`config.mk`:
```
export PLATFORM = sky130hd
export DESIGN_NAME = bram_arbiter_2p_flat
export DESIGN_NICKNAME = d
export VERILOG_FILES = /design/src/rtl/bram_arbiter_2p_if.sv /design/src/rtl/bram_arbiter_2p.sv /design/src/flat_wrapper.sv
export SDC_FILE = /design/constraint.sdc
export NUM_CORES = 1
export LEC_CHECK = 0
export CAP_MARGIN = 20
export CORE_AREA = 2 2 92 94
export CTS_CLUSTER_SIZE = 8
export DETAILED_ROUTE_END_ITERATION = 12
export DIE_AREA = 0 0 94 96
export GPL_TIMING_DRIVEN = 0
export HOLD_SLACK_MARGIN = 0.08
export PLACE_DENSITY = 0.71
export RECOVER_POWER = 100
export SYNTH_ARGS = -nofsm -noshare
export SYNTH_HDL_FRONTEND = slang
export SYNTH_SLANG_ARGS = --single-unit
```
`constraint.sdc`:
```
create_clock -name clk -period 1.1 [get_ports clk]
set_input_delay 0.22 -clock clk [delete_from_list [all_inputs] [get_ports clk]]
set_output_delay 0.22 -clock clk [all_outputs]
set_load 0.005 [all_outputs]
```
`src/rtl/bram_arbiter_2p_if.sv`:
```
// Request/response bundle for one requester of the shared block RAM.
// The requester drives through the master modport and the arbiter answers through the slave modport.
interface bram_arbiter_2p_if #(
  parameter int DATA_WIDTH = 32,
  parameter int ADDR_WIDTH = 10
);
  logic                  req_valid;
  logic                  req_ready;
  logic                  req_we;
  logic [ADDR_WIDTH-1:0] req_addr;
  logic [DATA_WIDTH-1:0] req_wdata;
  logic                  rsp_valid;
  logic [DATA_WIDTH-1:0] rsp_rdata;

  modport master (
    output req_valid, req_we, req_addr, req_wdata,
    input  req_ready, rsp_valid, rsp_rdata
  );

  modport slave (
    input  req_valid, req_we, req_addr, req_wdata,
    output req_ready, rsp_valid, rsp_rdata
  );
endinterface

```
`src/rtl/bram_arbiter_2p.sv`:
```
// Round-robin arbiter sharing one single-port BRAM (two-stage read path) between two requesters.
// Issued reads are tracked by a two-stage tag pipeline so the data returns to its requester two cycles after grant.
module bram_arbiter_2p #(
  parameter int DATA_WIDTH = 32,
  parameter int ADDR_WIDTH = 10
) (
  input  logic                  clk,
  input  logic                  rst_n,
  bram_arbiter_2p_if.slave      port0,
  bram_arbiter_2p_if.slave      port1,
  output logic                  ram_en,
  output logic                  ram_we,
  output logic [ADDR_WIDTH-1:0] ram_addr,
  output logic [DATA_WIDTH-1:0] ram_di,
  input  logic [DATA_WIDTH-1:0] ram_do,
  output logic                  ram_rst,
  output logic                  ram_rst2,
  output logic                  ram_en2
);

  typedef struct packed {
    logic valid;
    logic port;
  } tag_t;

  logic r_last_grant;
  tag_t r_tag_a;
  tag_t r_tag_b;

  logic w_gnt0;
  logic w_gnt1;
  logic w_rd_issue;

  // No access is issued while reset is being sampled.
  // NOTE: every signal assigned in always_comb gets a default first so no latch is inferred.
  always_comb begin
    w_gnt0 = 1'b0;
    w_gnt1 = 1'b0;
    if (rst_n) begin
      if (port0.req_valid && port1.req_valid) begin
        w_gnt0 = r_last_grant;
        w_gnt1 = !r_last_grant;
      end else begin
        w_gnt0 = port0.req_valid;
        w_gnt1 = port1.req_valid;
      end
    end
  end

  assign port0.req_ready = w_gnt0;
  assign port1.req_ready = w_gnt1;

  always_comb begin
    ram_en   = w_gnt0 || w_gnt1;
    ram_we   = 1'b0;
    ram_addr = '0;
    ram_di   = '0;
    if (w_gnt1) begin
      ram_we   = port1.req_we;
      ram_addr = port1.req_addr;
      ram_di   = port1.req_wdata;
    end else if (w_gnt0) begin
      ram_we   = port0.req_we;
      ram_addr = port0.req_addr;
      ram_di   = port0.req_wdata;
    end
  end

  assign w_rd_issue = (w_gnt0 && !port0.req_we) || (w_gnt1 && !port1.req_we);

  // NOTE: sequential state uses non-blocking assignments so every register samples pre-edge values.
  always_ff @(posedge clk) begin
    if (!rst_n) begin
      r_last_grant <= 1'b1;
      r_tag_a      <= '0;
      r_tag_b      <= '0;
    end else begin
      if (w_gnt0 || w_gnt1) begin
        r_last_grant <= w_gnt1;
      end
      r_tag_a <= '{valid: w_rd_issue, port: w_gnt1};
      r_tag_b <= r_tag_a;
    end
  end

  // Stage A lines up with the RAM's array register, stage B with its output register.
  assign ram_en2 = r_tag_a.valid;

  assign port0.rsp_valid = r_tag_b.valid && !r_tag_b.port;
  assign port1.rsp_valid = r_tag_b.valid &&  r_tag_b.port;
  assign port0.rsp_rdata = ram_do;
  assign port1.rsp_rdata = ram_do;

  assign ram_rst  = !rst_n;
  assign ram_rst2 = !rst_n;

endmodule

```
`src/flat_wrapper.sv`:
```
// flat-port wrapper written by rule: the top's interface ports become plain ports
module bram_arbiter_2p_flat 
#(
  parameter int DATA_WIDTH = 32,
  parameter int ADDR_WIDTH = 10
)
  (clk, rst_n, ram_en, ram_we, ram_addr, ram_di, ram_do, ram_rst, ram_rst2, ram_en2, port0_req_valid, port0_req_we, port0_req_addr, port0_req_wdata, port0_req_ready, port0_rsp_valid, port0_rsp_rdata, port1_req_valid, port1_req_we, port1_req_addr, port1_req_wdata, port1_req_ready, port1_rsp_valid, port1_rsp_rdata);
  bram_arbiter_2p_if #(.DATA_WIDTH(DATA_WIDTH), .ADDR_WIDTH(ADDR_WIDTH)) port0_i ();
  bram_arbiter_2p_if #(.DATA_WIDTH(DATA_WIDTH), .ADDR_WIDTH(ADDR_WIDTH)) port1_i ();
  input  logic clk;
  input  logic rst_n;
  output logic ram_en;
  output logic ram_we;
  output logic [ADDR_WIDTH-1:0] ram_addr;
  output logic [DATA_WIDTH-1:0] ram_di;
  input  logic [DATA_WIDTH-1:0] ram_do;
  output logic ram_rst;
  output logic ram_rst2;
  output logic ram_en2;
  input wire logic [$bits(port0_i.req_valid)-1:0] port0_req_valid;
  input wire logic [$bits(port0_i.req_we)-1:0] port0_req_we;
  input wire logic [$bits(port0_i.req_addr)-1:0] port0_req_addr;
  input wire logic [$bits(port0_i.req_wdata)-1:0] port0_req_wdata;
  output wire logic [$bits(port0_i.req_ready)-1:0] port0_req_ready;
  output wire logic [$bits(port0_i.rsp_valid)-1:0] port0_rsp_valid;
  output wire logic [$bits(port0_i.rsp_rdata)-1:0] port0_rsp_rdata;
  input wire logic [$bits(port1_i.req_valid)-1:0] port1_req_valid;
  input wire logic [$bits(port1_i.req_we)-1:0] port1_req_we;
  input wire logic [$bits(port1_i.req_addr)-1:0] port1_req_addr;
  input wire logic [$bits(port1_i.req_wdata)-1:0] port1_req_wdata;
  output wire logic [$bits(port1_i.req_ready)-1:0] port1_req_ready;
  output wire logic [$bits(port1_i.rsp_valid)-1:0] port1_rsp_valid;
  output wire logic [$bits(port1_i.rsp_rdata)-1:0] port1_rsp_rdata;
  assign port0_i.req_valid = port0_req_valid;
  assign port0_i.req_we = port0_req_we;
  assign port0_i.req_addr = port0_req_addr;
  assign port0_i.req_wdata = port0_req_wdata;
  assign port0_req_ready = port0_i.req_ready;
  assign port0_rsp_valid = port0_i.rsp_valid;
  assign port0_rsp_rdata = port0_i.rsp_rdata;
  assign port1_i.req_valid = port1_req_valid;
  assign port1_i.req_we = port1_req_we;
  assign port1_i.req_addr = port1_req_addr;
  assign port1_i.req_wdata = port1_req_wdata;
  assign port1_req_ready = port1_i.req_ready;
  assign port1_rsp_valid = port1_i.rsp_valid;
  assign port1_rsp_rdata = port1_i.rsp_rdata;
  bram_arbiter_2p #(.DATA_WIDTH(DATA_WIDTH), .ADDR_WIDTH(ADDR_WIDTH)) u_core (.clk(clk), .rst_n(rst_n), .port0(port0_i), .port1(port1_i), .ram_en(ram_en), .ram_we(ram_we), .ram_addr(ram_addr), .ram_di(ram_di), .ram_do(ram_do), .ram_rst(ram_rst), .ram_rst2(ram_rst2), .ram_en2(ram_en2));
endmodule
```
==> run_results.csv <==
group,metric,value,unit
routing,drt-initial-drc-count,42,
synthesis,ys_ff_latch,5,
timing,final_hold_viol_count,0,
finish,fillers,800,
placement,hpwl,6.01,mm
setup_path,crit_type,"reg -> out",
clock_tree,cts_buffer_depth,2,
timing,worst_slack,-460,ps
pwr,p_int,1.33,mW
global_route,grt.total_usage,0.141,
run,drv_cap,0,
setup_path,max_stage_delay,350,ps
timing,slew_viol_final,0,
routing,via_per_inst,4.18,
timing,fmax,641,MHz
placement,gp_congestion,0.753,
global_route,grt_pass1_vias,2253,
synthesis,synth_area_per_cell,5.96,um2
routing,vias,2331,
pwr,p_comb_frac,0.717,
finish,stdcell_count,557,
finish,diodes,0,
global_route,grt_pass1_wl,10.3,mm
run_status,outcome,"finished, violations left",
setup_path,cp-start-kind,"flop",
pwr,swShare,0.295,
hold_path,hold_class,"in -> reg",
setup_path,slowest_stage,"dfxtp_4",
synthesis,ys_seq_area_frac,0.0714,
timing,min_period_over_period,1.42,
setup_path,worstPathCellList,"o21ai_4, buf_12, buf_8, buf_6, o22ai_2, buf_2",
global_route,gr-total-overflow,0,
routing,wl,7.35,mm
synthesis,netlist-cell-type-count,16,
global_route,antenna_found_initial,0,
floorplan,core-area,8050,um2
clock_tree,cts_root_buffer,"clkbuf_8",
timing,tns,-16750,ps
routing,ant_nets,0,
pwr,pwr-share-clk,0.177,
setup_path,required,880,ps
floorplan,die_y,96,um
pwr,power_switching,0.559,mW
pwr,powerDensity,521,nW/um2
clock_tree,numCtsBuffers,3,
pwr,leakagePower,1.67,nW
timing,min_period,1560,ps
synthesis,synth_nets,357,
routing,drc,0,
setup_path,worstPathMaxFanout,6,
placement,numPortBuffers,203,
finish,register_area,104,um2
routing,wire_per_inst,13.2,um
clock_tree,htree_num_levels,1,
pwr,max-vdd-ir-drop,0.355,mV
clock_tree,insertion_delay,220,ps
clock_tree,clock_sinks,5,
synthesis,yosysWarnings,0,
finish,multiInputGateArea,810,um2
finish,drive_above_1_share,0.363,
global_route,grt_max_degree,11,
routing,dr.pass1.iters,4,
timing,rsz0062_at_grt,"yes",
timing,clock_skew,3.13,ps
finish,area_growth,159,%
floorplan,dieWidth,94,um
timing,setup_viol,47,
clock_tree,cts.clk_slew.worst_paths,40,ps
synthesis,netlist_area,1400,um2
floorplan,floorplan.initialDensity,0.174,
floorplan,pin_count,237,
floorplan,rows,33,
placement,place_inst,543,
clock_tree,cts_tree,"yes",
run_status,violations,"negative setup slack",
setup_path,endpoint_kind,"primary output",
timing,tightest_slew,429,ps
floorplan,die_area,9020,um2
finish,fin_nets,575,
pwr,p_seq_frac,0.105,
setup_path,worstPathArrival,1340,ps
synthesis,syn_inst,235,
timing,slew_headroom,0.714,
[registers in the layout (all words and copies together), names as in the netlist]
signal,flops
u_core.r_tag_a,1
u_core.ram_en2,1
u_core.r_last_grant,1
u_core.r_tag_b,2
[power by group through the flow]
| stage | clock (mW) | sequential, mW | combinational (mW) |
|---|---|---|---|
| after floorplan | 0 | 0.200 | 0.497 |
| final | 0.336 | 0.199 | 1.36 |
| after global routing | 0.364 | 0.201 | 1.47 |
| after global placement | 0 | 0.200 | 1.35 |
| after CTS | 0.341 | 0.199 | 1.35 |
| after detailed placement | 0 | 0.201 | 1.37 |
[layout make-up]
class,instances,area share
Sequential cell,5,0.0286
Tap cell,105,0.0362
Buffer,83,0.176
Clock buffer,4,0.0124
Multi-Input combinational cell,145,0.223
Inverter,2,0.00241
Timing Repair Buffer,213,0.521
[worst max-delay path, delay by kind of cell, from the launching register on]
family	cells	cell delay, ps
buffers and inverters	4	510
flip-flops	1	350
AO/OA/AOI/OAI	2	250
[path summary, 6_finish.rpt]
path | end | slack [ps] | cells past startpoint | startpoint
max reg2reg | u_core.ram_en2 | -20 | 5 | u_core.r_last_grant
max | ram_di[26] | -460 | 6 | u_core.r_last_grant
min reg2reg | u_core.r_tag_b[0] | 440 | 1 | u_core.r_tag_a[0]
min | u_core.ram_en2 | 310 | 3 | rst_n
[placed cells by master, fill, tap and decap left out, drive strengths merged]
master           n
nand2b           1
clkdlybuf4s15    1
dlygate4sd2      5
clkdlybuf4s50  150
clkinvlp         1
o21ai            2
nor2b            1
nor2             5
and2             3
clkbuf          71
o22ai           43
dfxtp            5
nand2           89
o32ai            1
inv              1
buf             73
[Yosys cell counts, drive strengths merged]
cell / count / area (um2)
inv: 2 / 7.50
and2: 3 / 18.8
o22ai: 43 / 269
nor2: 5 / 18.8
o21ai: 2 / 21.3
nand2: 89 / 337
o32ai: 1 / 8.76
nand2b: 1 / 6.26
dfxtp: 5 / 100
nor2b: 1 / 6.26
buf: 83 / 608
[kinds of logic (layout without fill, tap and decap cells)]
group / count (synthesis) / in the layout / synth area share
DFF: 5 / 5 / 0.0714
and+or+nand+nor: 99 / 99 / 0.276
AOI/OAI and AO/OA: 46 / 46 / 0.213
buffers and inverters: 85 / 302 / 0.439
[through the flow]
step           hold slack, ps  worst slack, ps   util  total power [mW]  cell area [um2]
2_1_floorplan             337             9.92      -             0.698             1400
3_3_place_gp              416            -1070  0.443              1.55             3560
3_5_place_dp              436            -1110  0.443              1.57             3560
4_1_cts                   325             -479  0.445              1.89             3590
5_1_grt                   303             -515  0.451              2.03             3630
6_report                  305             -460  0.451              1.89             3630
[metal layers]
metal,global-route usage,vias up,wire length [um]
met4,0.0242,0,46
met1,0.142,1045,2580
met2,0.290,131,4030
li1,-,1151,-
met3,0.0360,4,697
met5,0,-,0
[repair_timing]
action,in CTS,in global routing
cloned,1,0
resized for setup,206,33
setup buffers,5,5
hold buffers,0,0
setup endpoints to repair,53,48
pin swaps,3,7
(Power assumes the default switching activity.)
==> RTL edit 1: new RTL, config.mk and constraints unchanged <==
`DATA_WIDTH` is set to 32 in 3 places; all go to 40.
--- a/src/rtl/bram_arbiter_2p_if.sv
+++ b/src/rtl/bram_arbiter_2p_if.sv
@@ -1,7 +1,7 @@
 // Request/response bundle for one requester of the shared block RAM.
 // The requester drives through the master modport and the arbiter answers through the slave modport.
 interface bram_arbiter_2p_if #(
-  parameter int DATA_WIDTH = 32,
+  parameter int DATA_WIDTH = 40,
   parameter int ADDR_WIDTH = 10
 );
   logic                  req_valid;
--- a/src/rtl/bram_arbiter_2p.sv
+++ b/src/rtl/bram_arbiter_2p.sv
@@ -1,7 +1,7 @@
 // Round-robin arbiter sharing one single-port BRAM (two-stage read path) between two requesters.
 // Issued reads are tracked by a two-stage tag pipeline so the data returns to its requester two cycles after grant.
 module bram_arbiter_2p #(
-  parameter int DATA_WIDTH = 32,
+  parameter int DATA_WIDTH = 40,
   parameter int ADDR_WIDTH = 10
 ) (
   input  logic                  clk,
--- a/src/flat_wrapper.sv
+++ b/src/flat_wrapper.sv
@@ -1,7 +1,7 @@
 // flat-port wrapper written by rule: the top's interface ports become plain ports
 module bram_arbiter_2p_flat 
 #(
-  parameter int DATA_WIDTH = 32,
+  parameter int DATA_WIDTH = 40,
   parameter int ADDR_WIDTH = 10
 )
   (clk, rst_n, ram_en, ram_we, ram_addr, ram_di, ram_do, ram_rst, ram_rst2, ram_en2, port0_req_valid, port0_req_we, port0_req_addr, port0_req_wdata, port0_req_ready, port0_rsp_valid, port0_rsp_rdata, port1_req_valid, port1_req_we, port1_req_addr, port1_req_wdata, port1_req_ready, port1_rsp_valid, port1_rsp_rdata);
Interface: changed (6 resized); port bits go from 237 to 285. The function was not compared with the original's and may differ.
==> RTL edit 1 against the unedited design <==
  * The flow still finishes with violations (negative setup slack)
  * Combinational power up 21%
  * Setup slack better by 0.072 ns
  * Routed wire length up 27%
  * Sequential cell count unchanged
  * Maximum frequency up 4.9%
  * Critical path depth down 1
  * Area after synthesis up 16%
  * Cell area up 19%
  * Utilization up 8.5 points
  * Die area unchanged
  * Count of clock-buffer cells in the layout unchanged
  * Total power up 16%
  * Critical endpoint is now ram_di[6]
  * Largest power group unchanged
==> RTL edit 1: results (changes against the unedited design) <==
- Final net count: 686 (was 575)
- Detailed-route via count: 2773 (was 2331)
- Post-synth top cells: 105 x nand2_1, 88 x buf_4, 51 x o22ai_1, 11 x buf_2 (was 88 x nand2_1, 67 x buf_4, 43 x o22ai_1, 12 x buf_2)
- Routing usage on met3: 0.0697 (was 0.0360)
- Filler cell count: 796 (was 800)
- Detail Placement HPWL: 7.60 mm (was 6.01 mm)
- Status: complete, but fails checks (unchanged)
- Initial drt markers: 39 (was 42)
- GP Congestion: 0.775 (was 0.753)
- Setup_tns: -18.87 ns (was -16.75 ns)
- Vias in the first global route: 2615 (was 2253)
- Switch Pwr: 658 µW (was 559 µW)
- Met1 usage: 0.183 (was 0.142)
- Overall routed net length: 9.31 mm (was 7.35 mm)
- Setup violators final: 53 (was 47)
- Critical Path AT: 1.27 ns (was 1.34 ns)
- Slowest cell on the critical path: dfxtp_2 (was dfxtp_4)
- Synth Net Count: 425 (was 357)
- All-Layer GR Usage: 0.181 (was 0.141)
- Final critical-path setup slack: -0.388 ns (was -0.460 ns)
- Peak fanout along the critical path: 10 (was 6)
- Grt met2 use: 0.353 (was 0.290)
- Buffers on Ports: 243 (was 203)
- Failing checks: negative setup slack (unchanged)
- Worst slew margin: 0.664 (was 0.714)
==> RTL edit 1: changes by cell type after synthesis, sizes merged <==
| cell | change |
|---|---|
| nand2 | +16 |
| buf | +16 |
| clkbuf | +4 |
| o22ai | +8 |
==> RTL edit 1: power by group through the flow <==
stage	logic, µW	registers, µW	clock network [µW]
after CTS	1670	199	347
after detailed placement	1620	200	0
final	1650	199	335
after floorplan	582	199	0
after global routing	1780	200	365
after global placement	1600	199	0
==> RTL edit 1: worst reg2reg max path, cell delays in order (launching register included) <==
cell	delay, ns
dfxtp_2	0.33
nand2_2	0.09
nand2_4	0.10
buf_4	0.15
buf_6	0.12
o32ai_2	0.18
==> RTL edit 1: cell type report <==
class / count / area share
flip-flops and latches: 5 / 0.0235
clock buffers: 4 / 0.0104
repair buffers: 256 / 0.528
multi-input cells: 169 / 0.220
plain buffers: 103 / 0.186
well taps: 105 / 0.0304
inverters: 2 / 0.00203
==> RTL edit 1: repair_timing <==
item | in CTS | in global routing
setup buffers | 12 | 1
resized for setup | 285 | 7
endpoints found under the setup margin | 61 | 54
cloned | 2 | 0
hold buffers | 0 | 0
pin swaps | 8 | 1
==> RTL edit 1: layer usage <==
layer  part of all wire  routed length [µm]
met5                  0                   0
met4              0.015                 136
met3               0.11                1010
met2               0.53                4950
met1               0.35                3210
==> RTL edit 1: kinds of logic after synthesis <==
logic type	count (synthesis)	share of synthesized area
buf+inv	105	0.455
flops	5	0.0616
simple gates	115	0.274
compound gates	54	0.210
==> RTL edit 1: through the flow <==
stage                      util  cell area, µm²  hold slack, ns  setup WS (ns)  cells
final                     0.536            4320           0.279         -0.388    644
after global routing      0.536            4320           0.299         -0.442    644
after global placement    0.520            4190           0.415          -1.23    627
after detailed placement  0.520            4190           0.420          -1.22    627
after CTS                 0.534            4300           0.287         -0.386    643
after floorplan               -            1620           0.337         0.0186    279
==> RTL edit 1: worst max-delay path by stage <==
stage	startpoint	endpoint	slack (ns)	depth (start not counted)
after floorplan	u_core.r_last_grant	ram_di[31]	0.02	4
after global placement	port0_req_valid	ram_di[15]	-1.23	6
after detailed placement	port0_req_valid	ram_di[15]	-1.22	6
after CTS	u_core.r_last_grant	ram_addr[0]	-0.39	5
after global routing	u_core.r_last_grant	ram_addr[7]	-0.44	5
final	u_core.r_last_grant	ram_di[6]	-0.39	5
==> RTL edit 2: new RTL, same settings <==
Without the edit above. Make the reset (`rst_n`) asynchronous in one clocked block.
--- a/src/rtl/bram_arbiter_2p.sv
+++ b/src/rtl/bram_arbiter_2p.sv
@@ -69,7 +69,7 @@
   assign w_rd_issue = (w_gnt0 && !port0.req_we) || (w_gnt1 && !port1.req_we);
 
   // NOTE: sequential state uses non-blocking assignments so every register samples pre-edge values.
-  always_ff @(posedge clk) begin
+  always_ff @(posedge clk or negedge rst_n) begin
     if (!rst_n) begin
       r_last_grant <= 1'b1;
       r_tag_a      <= '0;
Check against the original RTL: differs if rst_n is asserted again (counterexample within 4 cycles, from zero or initial values and one cycle with rst_n low); with rst_n held inactive, the same outputs for 10 cycles.
==> RTL edit 2 against the unedited design <==
  * The run still ends with negative setup slack left
  * Total power is 37% higher
  * Count of clock-buffer cells in the layout unchanged
  * Cell area rose by 21%
  * Worst hold slack better by 0.038 ns
  * Area after synthesis grew 34%
  * Sequential cell count unchanged
  * Setup slack worse by 0.17 ns
  * Routed wire length is 16% higher
  * Utilization increased by 9.4 points
  * Largest cell class unchanged
  * Largest power group unchanged
==> RTL edit 2: results (changes against the unedited design) <==
- Critical Path AT: 1.51 ns (was 1.34 ns)
- Mean Syn Cell Area: 7.89 µm² (was 5.96 µm²)
- Worst min-delay path category: flop to flop (was input pin to flop)
- Flop-to-flop setup slack: -0.16 ns (was -0.02 ns)
- Slowest cell on the critical path: dfstp_2 (was dfxtp_4)
- Count of cell types in the netlist: 17 (was 16)
- Post-cts sizing count: 255 (was 206)
- Seq area share: 0.0288 (was 0.0286)
- ClkCell Share: 0.0103 (was 0.0124)
- Fraction of area in multi-input gates: 0.285 (was 0.223)
- Grt met2 use: 0.339 (was 0.290)
- Clkbuf count: 4 (unchanged)
- Max stage delay on crit path: 0.57 ns (was 0.35 ns)
- Met2 wire len: 4.59 mm (was 4.03 mm)
- Critical R2R Capture: u_core.ram_en2 (unchanged)
- Async SR Flop Fraction: 1.00 (was 0)
- Filler cell count: 746 (was 800)
- Top Layer Used: met4 (unchanged)
- Buffers on Ports: 204 (was 203)
- R2R Path Start: u_core.r_last_grant (unchanged)
- Detail Placement HPWL: 6.57 mm (was 6.01 mm)
- Worst Tran Pin Value: 0.257 ns (was 0.429 ns)
- Top cells by area, synth: o32ai_2 34%, buf_4 27%, nand2_1 17% (was buf_4 36%, nand2_1 24%, o22ai_1 19%)
- Final Skew: 0.00256 ns (was 0.00313 ns)
- Setup violators final: 52 (was 47)
- Comb_multi_in: 142 (was 145)
- Data buffer area share: 0.644 (was 0.697)
- Top_reg_cell synth: dfrtp_1 (was dfxtp_1)
- Design Power: 2590 µW (was 1890 µW)
- Power Combinational: 2020 µW (was 1360 µW)
- Met3 wire len: 837 µm (was 697 µm)
- Final net count: 588 (was 575)
- Status: complete, but fails checks (unchanged)
- Post-synth top cells: 87 x nand2_1, 68 x buf_4, 39 x o32ai_2, 10 x buf_6, 8 x buf_2 (was 88 x nand2_1, 67 x buf_4, 43 x o22ai_1, 12 x buf_2)
- Leakage power: 0.00190 µW (was 0.00167 µW)
- Initial drt markers: 31 (was 42)
- Hold endpoint: u_core.r_tag_b[0] (was u_core.ram_en2)
- Switch Pwr: 861 µW (was 559 µW)
- All-Layer GR Usage: 0.166 (was 0.141)
- Share of cells above drive strength 1: 0.454 (was 0.363)
- Most flop-heavy register: u_core.r_tag_b (unchanged)
- Synth Net Count: 360 (was 357)
- Vias per inst: 4.46 (was 4.18)
- CTS Hold Bufs: 1 (was 0)
- Delay-heaviest family, CP: flip-flops (was buffers and inverters)
- Power Clock: 342 µW (was 336 µW)
- Routing usage on met3: 0.0392 (was 0.0360)
- Worst VDD drop: 0.283 mV (was 0.355 mV)
- Depth of the most critical reg-to-reg path: 4 (was 5)
- Setup_tns: -27.02 ns (was -16.75 ns)
- Placed cells: 547 (was 543)
- Met1 usage: 0.173 (was 0.142)
- Overall routed net length: 8.50 mm (was 7.35 mm)
- Pre-CTS setup slack: -1.51 ns (was -1.11 ns)
- GP Congestion: 0.777 (was 0.753)
- Post-synthesis sequential area ratio: 0.0673 (was 0.0714)
- Final critical-path setup slack: -0.626 ns (was -0.460 ns)
- Number of non-filler instances in the completed layout: 570 (was 557)
- Failing checks: negative setup slack (unchanged)
## RTL edit 2: through the flow
stage                     instance area, µm²  hold WS (ns)
after floorplan                         1890       -0.0756
after global placement                  4060         0.338
after detailed placement                4060         0.339
after CTS                               4180         0.347
after global routing                    4390         0.360
final                                   4390         0.344
## RTL edit 2: worst max path at each step
stage          depth (start not counted)  slack, ns           to           startpoint
4_1_cts                                5      -0.63   ram_di[19]  u_core.r_last_grant
2_1_floorplan                          4      -0.16  ram_addr[1]  u_core.r_last_grant
3_3_place_gp                           6      -1.46    ram_di[2]                rst_n
5_1_grt                                5      -0.67    ram_di[8]  u_core.r_last_grant
3_5_place_dp                           6      -1.51   ram_di[19]                rst_n
6_report                               5      -0.63   ram_di[19]  u_core.r_last_grant
## RTL edit 2: kinds of logic after synthesis
kind of cell           share of synthesized area
and+or+nand+nor                            0.199
DFF                                       0.0673
buffers and inverters                      0.363
AOI/OAI and AO/OA                          0.371
